`config.mk`:
```
export PLATFORM = sky130hd
export DESIGN_NAME = pipe_array_mul
export DESIGN_NICKNAME = d
export VERILOG_FILES = /design/src/rtl/pipe_array_mul.sv
export SDC_FILE = /design/constraint.sdc
export NUM_CORES = 1
export LEC_CHECK = 0
export CORE_MARGIN = 8
export CORE_UTILIZATION = 42
export DETAILED_ROUTE_END_ITERATION = 10
export SYNTH_ARGS = -nofsm -noshare
export SYNTH_HDL_FRONTEND = slang
export SYNTH_SLANG_ARGS = --single-unit
```
`constraint.sdc`:
```
create_clock -name clk -period 7.5 [get_ports clk]
set_clock_uncertainty 0.1 [all_clocks]
set_input_delay 2.25 -clock clk [delete_from_list [all_inputs] [get_ports clk]]
set_output_delay 2.25 -clock clk [all_outputs]
set_load 0.03 [all_outputs]
```
`src/rtl/pipe_array_mul.sv`:
```
// pipe_array_mul: pipelined WIDTH x WIDTH shift-and-add array multiplier with valid/ready flow control.
// Optional ARRAY_MUL_SIGNED_EN adds the tc port (Baugh-Wooley two's-complement mode).
module pipe_array_mul #(
    parameter int unsigned WIDTH          = 8,
    parameter int unsigned ROWS_PER_STAGE = 2
) (
    input  logic               clk,
    input  logic               rst_n,
    input  logic               in_valid,
    output logic               in_ready,
    input  logic [WIDTH-1:0]   a,
    input  logic [WIDTH-1:0]   b,
`ifdef ARRAY_MUL_SIGNED_EN
    input  logic               tc,
`endif
    output logic               out_valid,
    input  logic               out_ready,
    output logic [2*WIDTH-1:0] p
);
    localparam int unsigned R = ROWS_PER_STAGE;
    localparam int unsigned N = (WIDTH - 1 + R - 1) / R;

    logic adv;
    logic tc_in;

    // Modified Baugh-Wooley: complement the terms that carry exactly one operand MSB.
    function automatic logic [WIDTH-1:0] pp_row(input logic [WIDTH-1:0] av, input logic bit_b,
                                                input int unsigned i, input logic sgn);
        logic [WIDTH-1:0] r;
        r = av & {WIDTH{bit_b}};
        if (sgn) begin
            if (i == WIDTH - 1) r[WIDTH-2:0] = ~r[WIDTH-2:0];
            else                r[WIDTH-1]   = ~r[WIDTH-1];
        end
        return r;
    endfunction

`ifdef ARRAY_MUL_SIGNED_EN
    assign tc_in = tc;
`else
    assign tc_in = 1'b0;
`endif

    assign adv      = !(out_valid && !out_ready);
    assign in_ready = adv;

    for (genvar k = 0; k < N; k++) begin : g_stage
        localparam int unsigned LO = k * R + 1;
        localparam int unsigned HI = ((k + 1) * R < WIDTH - 1) ? (k + 1) * R : WIDTH - 1;

        logic [WIDTH-1:0]  a_s;
        logic [WIDTH-1:LO] b_s;
        logic              tc_s;
        logic              v_s;
        logic [WIDTH:0]    acc_c [LO-1:HI];
        logic [WIDTH-2:0]  lsb_c [LO-1:HI];
        logic [WIDTH:0]    acc_q;
        logic [WIDTH-2:0]  lsb_q;
        logic              v_q;

        if (k == 0) begin : g_src
            assign a_s  = a;
            assign b_s  = b[WIDTH-1:1];
            assign tc_s = tc_in;
            assign v_s  = in_valid;
            // The +2^WIDTH Baugh-Wooley correction rides in the carry bit of row 0.
            assign acc_c[0] = {tc_s, pp_row(a, b[0], 0, tc_s)};
            assign lsb_c[0] = '0;
        end else begin : g_src
            assign a_s  = g_stage[k-1].g_mid.a_q;
            assign b_s  = g_stage[k-1].g_mid.b_q;
`ifdef ARRAY_MUL_SIGNED_EN
            assign tc_s = g_stage[k-1].g_mid.tc_q;
`else
            assign tc_s = 1'b0;
`endif
            assign v_s        = g_stage[k-1].v_q;
            assign acc_c[LO-1] = g_stage[k-1].acc_q;
            assign lsb_c[LO-1] = g_stage[k-1].lsb_q;
        end

        for (genvar r = LO; r <= HI; r++) begin : g_row
            assign lsb_c[r] = lsb_c[r-1] | ((WIDTH-1)'(acc_c[r-1][0]) << (r - 1));
            assign acc_c[r] = {1'b0, acc_c[r-1][WIDTH:1]} + {1'b0, pp_row(a_s, b_s[r], r, tc_s)};
        end

        always_ff @(posedge clk or negedge rst_n) begin
            if (!rst_n)   v_q <= 1'b0;
            else if (adv) v_q <= v_s;
        end

        if (k == N - 1) begin : g_last
            // Output register; the +2^(2*WIDTH-1) correction is a flip of the product MSB.
            always_ff @(posedge clk or negedge rst_n) begin
                if (!rst_n) begin
                    acc_q <= '0;
                    lsb_q <= '0;
                end else if (adv && v_s) begin
                    acc_q <= acc_c[HI] ^ {tc_s, {WIDTH{1'b0}}};
                    lsb_q <= lsb_c[HI];
                end
            end
        end else begin : g_mid
            logic [WIDTH-1:0]    a_q;
            logic [WIDTH-1:HI+1] b_q;
`ifdef ARRAY_MUL_SIGNED_EN
            logic                tc_q;
            always_ff @(posedge clk) begin
                if (adv) tc_q <= tc_s;
            end
`endif
            always_ff @(posedge clk) begin
                if (adv) begin
                    acc_q <= acc_c[HI];
                    lsb_q <= lsb_c[HI];
                    a_q   <= a_s;
                    b_q   <= b_s[WIDTH-1:HI+1];
                end
            end
        end
    end

    assign out_valid = g_stage[N-1].v_q;
    assign p         = {g_stage[N-1].acc_q, g_stage[N-1].lsb_q};

endmodule

```
==> metrics.txt <==
layout cells sized above 1=0.113; P_leak=2.68 nW; Syn Nets=551; Synth top cells by count=72 x edfxtp_1, 58 x and2_1, 55 x ha_1, 29 x inv_1, 28 x nand2_1; hold_buf cts=0; global-route wire length before repair=~16000 um; Cell variety after synth=48; Post-synth ARST share=0.217; ys flop type=edfxtp_1; R2R depth=14; Core Area=13000 um2; # rows=42; Slew Viols, Final=0; RePlAce Congestion=0.762; Arr. time, crit path=~3500 ps; DP Wirelength=7110 um; max_cap viols=0; final net count=597; RSZ-0062 raised after global routing=false; fin crit share=0.780; FMAX=~170 MHz; post-layout util=0.492; Die Area=around 17000 um2; Synth warnings=0; final wirelength=about 9100 um; Die Width=131 um; most frequent cell after synthesis=edfxtp_1; clk sink count=just over 90; sequential fraction of the synthesis area=0.482; Worst-path clk slew=70 ps; Final Critical Period=5850 ps; Critical path origin=out_ready; CP required=5150 ps; WS Path Type=primary input to output pin; Avg Cell Area, Syn=around 12 um2; drt first pass iters=4; vias in the first global route=3642; Final ANT Viol Nets=0; Synth Cell Area=5520 um2; Worst Hold End=g_stage[1].lsb_q[0]; Slew headroom=0.358; final hold vios=0; largest net degree at the start of global routing=80; status=completed; drt initial violations=between 100 and 150; power per cell area=432 nW/um2; Vias=3463; Synth area leaders=edfxtp_1 39%, ha_1 12%, dfrtp_1 9.1%; Worst R2R Setup Slack=4270 ps; Critical Path Source Type=primary input; area grow syn2layout=16.1%; initial core utilization=0.424; initial antenna violation count=0; synthesized instance count=469; worst skew pair latency=340 ps; ANT cells=0; num ports=38; total CTS buffers=9; root buf cell=clkbuf_16; per-cell routed wire length=13.0 um; Seq cells post-synth=92; CTS tree=yes; worst hold path class=flip-flop to flip-flop; WHS Path Cells=0; gr ovfl total=0; Yosys top cell by area=edfxtp_1; drt via density=4.98; Hold Crit Start=g_stage[0].lsb_q[0]; # Post-CTS Setup Buffers=0; EDFF count, synth=between 70 and 80; worst-path fanout max=2; final setup TNS=0 ps; # DRC=0; worst r2r src=g_stage[1].g_mid.b_q[5]; Final Setup Violations=0; reg-to-reg endpoint=g_stage[2].acc_q[8]; VDD IR max=0.000150 V; H-tree Lvls=3; post-synth top area share=0.391; Least-Margin Pin Slew=962 ps; Die Ht=between 100 and 150 um; CP Capture Type=output pin; Tot GR Track Use=0.117; Post-CTS Resized=0; Buffers on Ports=37; Longest Clk Path Bufs=2
## per-stage QoR
| stage | area (um2) | hold WS, ps | instances | total power [mW] | worst slack, ps |
|---|---|---|---|---|---|
| 5_1_grt | 6410 | 326 | 696 | 3.00 | 1620 |
| 3_3_place_gp | 6100 | 304 | 680 | 2.29 | 1660 |
| 2_1_floorplan | 5520 | 300 | 469 | 2.01 | 2170 |
| 4_1_cts | 6410 | 321 | 696 | 2.81 | 1630 |
| 6_report | 6410 | 320 | 696 | 2.77 | 1650 |
| 3_5_place_dp | 6100 | 305 | 680 | 2.34 | 1640 |
## worst max path at each step
| stage | endpoint | cells after the start |
|---|---|---|
| global placement | in_ready | 3 |
| floorplan | in_ready | 2 |
| CTS | in_ready | 3 |
| global route | in_ready | 3 |
| finish | in_ready | 3 |
| detailed placement | in_ready | 3 |
## sequential cells by signal, indices dropped and copies added, names as in the netlist
| name | flops |
|---|---|
| g_stage.g_mid.b_q | 9 |
| out_valid | 1 |
| g_stage.acc_q | 36 |
| g_stage.g_mid.a_q | 24 |
| g_stage.lsb_q | 19 |
| g_stage.v_q | 3 |
## routing by layer
layer,up-vias,wire length [um],track usage
met1,1638,3650,0.117
met2,37,4920,0.225
li1,1771,-,-
met3,17,277,0.0215
met4,0,210,0.0628
met5,-,0,0
## logic make-up after synthesis
group | after synthesis | share of synthesized area
simple gates | 160 | 0.165
fa+ha+maj | 62 | 0.150
mux | 11 | 0.0224
xor+xnor | 39 | 0.0618
flops | 92 | 0.482
compound gates | 73 | 0.0947
buf+inv | 32 | 0.0240
## critical path, cell delays in order
cell and delay (ps):
clkdlybuf4s50_1 470, nand2b_4 120, clkdlybuf4s50_1 660
## power by group
| part | internal (mW) | total (mW) | leakage, nW | switching (mW) |
|---|---|---|---|---|
| clock network | 0.266 | 0.457 | 0.153 | 0.191 |
| logic | 0.627 | 1.39 | 1.55 | 0.763 |
| registers | 0.836 | 0.921 | 0.969 | 0.0849 |
## cell usage in the layout, fill, tap and decap left out, drive strengths merged, types with 5 or more instances in the layout
master	instances
inv	30
a21oi	20
nand3	8
edfxtp	72
clkdlybuf4s50	37
o21ai	19
clkbuf	12
xor2	19
xnor2	20
a21o	5
nand2	29
ha	55
and2	59
nor4	5
mux2	11
nor2b	5
nor2	21
dfrtp	20
o211ai	5
o21bai	5
fa	7
nor3	20
a211oi	12
## layout make-up
cell class              instances  area [um2]
multi-input cells             345        2740
repair buffers                 38         378
flip-flops and latches         92        2660
fillers                      1208        6620
well taps                     176         220
inverters                      29         109
clock inverters                 4        28.8
clock buffers                  12         279
(Power assumes the default switching activity.)
